File: src/rtl/wb_pkg.sv
// Shared types and widths for the write-back path into the register file.
package wb_pkg;

   localparam int XLEN   = 32;
   localparam int REG_AW = 5;

   // One pending register-file write: destination register and its data.
   typedef struct packed {
      logic [REG_AW-1:0] rd;
      logic [XLEN-1:0]   data;
   } wb_req_t;

endpackage

File: src/rtl/wb_fifo.sv
// Synchronous FIFO of write-back requests. Pointers wrap naturally; full and
// empty come from a separate occupancy count one bit wider than the pointers.
module wb_fifo
   import wb_pkg::*;
#(
   parameter int DEPTH = 4
) (
   input  logic                     clk,
   input  logic                     rst_n,
   input  logic                     push,
   input  wb_req_t                  din,
   input  logic                     pop,
   output wb_req_t                  head,
   output logic                     full,
   output logic                     empty,
   output logic [$clog2(DEPTH):0]   count
);

   localparam int AW = $clog2(DEPTH);

   wb_req_t           mem_q [DEPTH];
   logic [AW-1:0]     wptr_q;
   logic [AW-1:0]     rptr_q;
   logic [AW:0]       count_q;
   logic              do_push;
   logic              do_pop;

   assign full    = (count_q == (AW+1)'(DEPTH));
   assign empty   = (count_q == '0);
   assign count   = count_q;
   assign head    = mem_q[rptr_q];
   assign do_push = push && !full;
   assign do_pop  = pop && !empty;

   // Storage write; the data array carries no reset.
   // NOTE: storage is left unreset on purpose -- the count alone decides which
   // entries are valid, so clearing the array would only add reset fan-out.
   always_ff @(posedge clk) begin
      if (do_push) begin
         mem_q[wptr_q] <= din;
      end
   end

   // Pointer and occupancy update; simultaneous push and pop keep the count.
   always_ff @(posedge clk or negedge rst_n) begin
      if (!rst_n) begin
         wptr_q  <= '0;
         rptr_q  <= '0;
         count_q <= '0;
      end else begin
         if (do_push) wptr_q <= wptr_q + 1'b1;
         if (do_pop)  rptr_q <= rptr_q + 1'b1;
         case ({do_push, do_pop})
            2'b10:   count_q <= count_q + 1'b1;
            2'b01:   count_q <= count_q - 1'b1;
            default: count_q <= count_q;
         endcase
      end
   end

endmodule

File: src/rtl/wb_arbiter.sv
// Write-back arbiter: merges non-stallable ALU results with buffered load
// results onto the single register-file write port, with a starvation guard.
module wb_arbiter
   import wb_pkg::*;
#(
   parameter int DEPTH      = 4,
   parameter int STARVE_MAX = 3
) (
   input  logic              clk,
   input  logic              rst_n,
   input  logic              alu_valid,
   input  logic [REG_AW-1:0] alu_rd,
   input  logic [XLEN-1:0]   alu_data,
   input  logic              ld_valid,
   output logic              ld_ready,
   input  logic [REG_AW-1:0] ld_rd,
   input  logic [XLEN-1:0]   ld_data,
   output logic              wr,
   output logic [REG_AW-1:0] wadd,
   output logic [XLEN-1:0]   datain,
   output logic              stall,
   output logic              ld_pending
);

   localparam int AW = $clog2(DEPTH);
   localparam int SW = $clog2(STARVE_MAX + 1);

   wb_req_t           fifo_head;
   wb_req_t           ld_req;
   logic              fifo_full;
   logic              fifo_empty;
   logic [AW:0]       fifo_count;
   logic              ld_push;
   logic              alu_win;
   logic              fifo_pop;

   logic              wr_q, wr_d;
   logic [REG_AW-1:0] wadd_q, wadd_d;
   logic [XLEN-1:0]   datain_q, datain_d;
   logic              stall_q, stall_d;
   logic              pend_q, pend_d;
   logic [SW-1:0]     starve_q, starve_d;
   logic [AW:0]       count_nx;

   assign ld_ready = !fifo_full;
   // Loads to x0 complete the handshake but are never buffered.
   assign ld_push  = ld_valid && !fifo_full && (ld_rd != '0);
   // ALU writes to x0 are suppressed and leave the slot free for a drain.
   assign alu_win  = alu_valid && (alu_rd != '0);
   assign fifo_pop = !alu_win && !fifo_empty;
   assign ld_req   = '{rd: ld_rd, data: ld_data};

   wb_fifo #(.DEPTH(DEPTH)) u_fifo (
      .clk   (clk),
      .rst_n (rst_n),
      .push  (ld_push),
      .din   (ld_req),
      .pop   (fifo_pop),
      .head  (fifo_head),
      .full  (fifo_full),
      .empty (fifo_empty),
      .count (fifo_count)
   );

   // Next-state for the write port, starvation counter and status flags.
   // NOTE: every output of this block is given a default first, so no path
   // leaves a value unassigned and no latch is inferred.
   always_comb begin
      wr_d     = 1'b0;
      wadd_d   = wadd_q;
      datain_d = datain_q;
      starve_d = starve_q;
      count_nx = fifo_count;

      if (alu_win) begin
         wr_d     = 1'b1;
         wadd_d   = alu_rd;
         datain_d = alu_data;
      end else if (fifo_pop) begin
         wr_d     = 1'b1;
         wadd_d   = fifo_head.rd;
         datain_d = fifo_head.data;
      end

      // A deferral is an ALU win while loads wait; any drain or empty clears.
      if (fifo_empty || fifo_pop) begin
         starve_d = '0;
      end else if (starve_q != SW'(STARVE_MAX)) begin
         starve_d = starve_q + 1'b1;
      end

      case ({ld_push, fifo_pop})
         2'b10:   count_nx = fifo_count + 1'b1;
         2'b01:   count_nx = fifo_count - 1'b1;
         default: count_nx = fifo_count;
      endcase

      stall_d = (starve_d == SW'(STARVE_MAX));
      pend_d  = (count_nx != '0);
   end

   // Registered write port, stall and load-pending flags.
   // NOTE: state is updated with non-blocking assignments so every register
   // samples the pre-edge values regardless of statement order.
   always_ff @(posedge clk or negedge rst_n) begin
      if (!rst_n) begin
         wr_q     <= 1'b0;
         wadd_q   <= '0;
         datain_q <= '0;
         stall_q  <= 1'b0;
         pend_q   <= 1'b0;
         starve_q <= '0;
      end else begin
         wr_q     <= wr_d;
         wadd_q   <= wadd_d;
         datain_q <= datain_d;
         stall_q  <= stall_d;
         pend_q   <= pend_d;
         starve_q <= starve_d;
      end
   end

   assign wr         = wr_q;
   assign wadd       = wadd_q;
   assign datain     = datain_q;
   assign stall      = stall_q;
   assign ld_pending = pend_q;

endmodule

File: config.mk
export PLATFORM = sky130hd
export DESIGN_NAME = wb_arbiter
export DESIGN_NICKNAME = d
export VERILOG_FILES = /design/src/rtl/wb_pkg.sv /design/src/rtl/wb_fifo.sv /design/src/rtl/wb_arbiter.sv
export SDC_FILE = /design/constraint.sdc
export NUM_CORES = 1
export LEC_CHECK = 0
export CAP_MARGIN = 20
export CELL_PAD_IN_SITES_DETAIL_PLACEMENT = 0
export CELL_PAD_IN_SITES_GLOBAL_PLACEMENT = 1
export CORE_ASPECT_RATIO = 0.8
export CORE_UTILIZATION = 46
export DETAILED_ROUTE_END_ITERATION = 7
export PLACE_DENSITY_LB_ADDON = 0.1
export SYNTH_ARGS = -nofsm -noshare
export SYNTH_HDL_FRONTEND = slang
export SYNTH_HIERARCHICAL = 1
export SYNTH_SLANG_ARGS = --single-unit
File: constraint.sdc
create_clock -name clk -period 2.7 [get_ports clk]
set_input_delay 0.405 -clock clk [delete_from_list [all_inputs] [get_ports clk]]
set_output_delay 0.405 -clock clk [all_outputs]
set_load 0.05 [all_outputs]
==> metrics.md <==
| Metric | Value |
|---|---|
| Status | `completed` |
| CP Max Fanout | `7` |
| Drt first-iter violations | `180` |
| DRT Pass-1 Iters | `6` |
| CTS tree | `yes` |
| Hold Vio Cnt, Final | `0` |
| Max Freq | `about 400 MHz` |
| Worst r2r src | `u_fifo/count[0]` |
| I/O Buffers | `118` |
| Post-synthesis sequential area ratio | `between 70% and 80%` |
| Clock latency on the worst-skew pair | `around 0.43 ns` |
| RR Endpoint | `u_fifo/count[2]` |
| # rows | `42` |
| Vias | `roughly 4,000` |
| Tot Pwr | `about 12 mW` |
| DIE AREA | `around 18,000 um^2` |
| Cell Pwr Density | `~1100 nW/um^2` |
| Synthesized area | `~7900 um^2` |
| First-pass GRT wire length | `23,200 um` |
| Finish-stage setup viols | `0` |
| CTS buffer count | `17` |
| Flip-flop and latch count after synthesis | `just under 200` |
| Vias in the first global route | `roughly 4,200` |
| Slew Viols, Final | `0` |
| Total GRT Usage | `about 18%` |
| Worst Setup EP | `u_fifo/count[2]` |
| R2R depth | `12` |
| Final design utilization | `61.2%` |
| Synth warn | `6` |
| Commonest non-fill, non-tap cells in the layout | `148 x edfxtp_1, 117 x clkdlybuf4s50_1, 65 x mux2_2` |
| Slew @ Worst Pin | `0.544 ns` |
| Worst Setup Start Kind | `input pin` |
| WS Path Type | `in -> reg` |
| Boundary Pins | `119` |
| Grt total ovfl | `0` |
| TritonCTS sink count | `197` |
| Clock Tree Root | `clkbuf_16` |
| Max-slew headroom at the worst pin | `between 60 and 70%` |
| Setup crit end kind | `register` |
| RD Place Congestion | `around 0.74` |
| Clock skew | `0.00906 ns` |
| Max clock buf depth | `2` |
| Fraction of layout cells with a size suffix above 1 | `between 30 and 40%` |
| H-tree levels | `4` |
| Design area | `~10,000 um^2` |
| Post-synth top area share | `between 50% and 60%` |
| Largest net degree at the start of global routing | `37` |
| DRC viols | `0` |
| Initial antenna violation count | `0` |
| DP HPWL | `9770 um` |
| Die height | `roughly 120 um` |
| Origin of the worst setup path | `alu_rd[3]` |
| Area Overhead vs Synth | `29.4%` |
| Netlist cell types | `30` |
| Max VDD drop | `~0.65 mV` |
| Synth Net Count | `between 400 and 500` |
| Critical Path AT | `approximately 2.9 ns` |
| Hold_ws | `slightly above 0.5 ns` |
| Final TNS setup | `0 ns` |
| Part of the cycle the worst path needs | `between 90% and 100%` |
| Die width | `148 um` |
| Min-Delay Path Class | `in -> async` |
| Remaining antenna violation count after routing | `0` |
| Clk pin slew, worst setup/hold paths | `0.06 ns` |
| R2R setup slack | `between 0.3 and 0.4 ns` |
| Placed Area | `9500 um^2` |
| Critical path required time | `3.06 ns` |
| Min Tclk post-route | `around 2.5 ns` |
| Cells after synthesis | `a little under 400` |
| Core Box Area | `16,600 um^2` |
| DR vias/cell | `roughly 5.2` |
| Leak Pwr | `3.57 nW` |
| Detail-routed net length per standard cell | `approximately 19 um` |
| Cell taking the most area after synthesis | `edfxtp_1` |
| Initial Util | `between 40% and 50%` |
| Fin nets | `620` |
| Ant. Diodes | `0` |
| Synth top area cells | `edfxtp_1 57%, dfrtp_1 16%, mux4_2 11%` |
| Mean Syn Cell Area | `around 20 um^2` |
| Max-Cap Viols | `0` |
| Most common cell after layout, fill and taps aside | `edfxtp_1` |
| Post-Route WL | `14,800 um` |
## metal layers
| metal | share of wire (%) | routed length [um] | track usage [%] | up-vias |
|---|---|---|---|---|
| li1 | - | - | - | 1816 |
| met1 | 47 | 6990 | 25.5 | 2067 |
| met2 | 47 | 6930 | 27.8 | 94 |
| met3 | 4.6 | 680 | 4.75 | 14 |
| met4 | 1.1 | 158 | 5.93 | 0 |
| met5 | 0 | 0 | 0 | - |
## worst max-delay path, stage by stage
cell	delay, ns
clkdlybuf4s50_1	0.43
or4_4	0.55
o21a_4	0.24
nor2_1	0.09
o31a_1	0.17
ha_2	0.19
inv_1	0.05
fa_2	0.33
xor2_1	0.15
nor2_1	0.13
xor2_1	0.14
## Yosys cell counts, drive strengths merged
library cell / instances
mux2i: 6
inv: 12
xnor2: 5
o31a: 1
mux4: 37
or4: 2
buf: 12
nor2b: 3
and2: 4
fa: 2
nor3: 3
dfrtp: 49
clkbuf: 5
ha: 6
xor2: 3
edfxtp: 148
nor4: 1
nand2: 7
o21ai: 7
o21a: 1
nor2: 4
mux2: 65
a41oi: 1
nor3b: 2
## logic make-up (layout without fill, tap and decap cells)
group / Yosys count / count (layout) / share of synthesized area (%)
compound gates: 10 / 10 / 0.908
xor+xnor: 8 / 8 / 0.891
fa+ha+maj: 8 / 8 / 1.46
buf+inv: 29 / 190 / 2.04
flops: 197 / 197 / 72.1
mux: 108 / 108 / 20.7
simple gates: 26 / 26 / 1.88
## per-stage QoR
stage,instances,setup WS (ns)
after global placement,733,-0.278
after floorplan,386,0.200
final,767,0.190
after global routing,767,-0.0112
after detailed placement,733,-0.343
after CTS,766,0.103
## where the power goes
| group | internal, mW | total, mW | switching [mW] |
|---|---|---|---|
| Combinational | 2.09 | 4.45 | 2.35 |
| Clock | 1.60 | 2.67 | 1.07 |
| Sequential | 4.09 | 4.42 | 0.336 |
| Total | 7.78 | 11.5 | 3.76 |
## how the worst min path moves through the flow
| stage | end | slack [ns] | startpoint | cells past startpoint |
|---|---|---|---|---|
| after floorplan | datain[0] | 0.11 | rst_n | 0 |
| after global placement | datain[9] | 0.42 | rst_n | 2 |
| after detailed placement | datain[9] | 0.43 | rst_n | 2 |
| after CTS | datain[9] | 0.51 | rst_n | 3 |
| after global routing | datain[9] | 0.54 | rst_n | 3 |
| final | datain[9] | 0.50 | rst_n | 3 |
## area by class of cell
| type | instances | area (um^2) |
|---|---|---|
| flip-flops and latches | 197 | 5670 |
| fillers | 1256 | 6440 |
| well taps | 220 | 275 |
| multi-input cells | 160 | 2060 |
| clock inverters | 12 | 175 |
| repair buffers | 146 | 1490 |
| inverters | 12 | 45.0 |
| clock buffers | 20 | 457 |
## timing repair
action	in CTS	in global routing
endpoints found under the setup margin	0	2
hold buffers	1	0
endpoints found under the hold margin	21	0
buffers inserted	0	1
resized for setup	0	6
## flip-flops by register name, indices dropped and copies added (netlist names)
register / flops
datain: 32
ld_pending: 1
stall: 1
starve_q: 2
u_fifo/count: 3
u_fifo/mem_q: 148
u_fifo/rptr_q: 2
u_fifo/wptr_q: 2
wadd: 5
wr: 1
(Power assumes the default switching activity.)
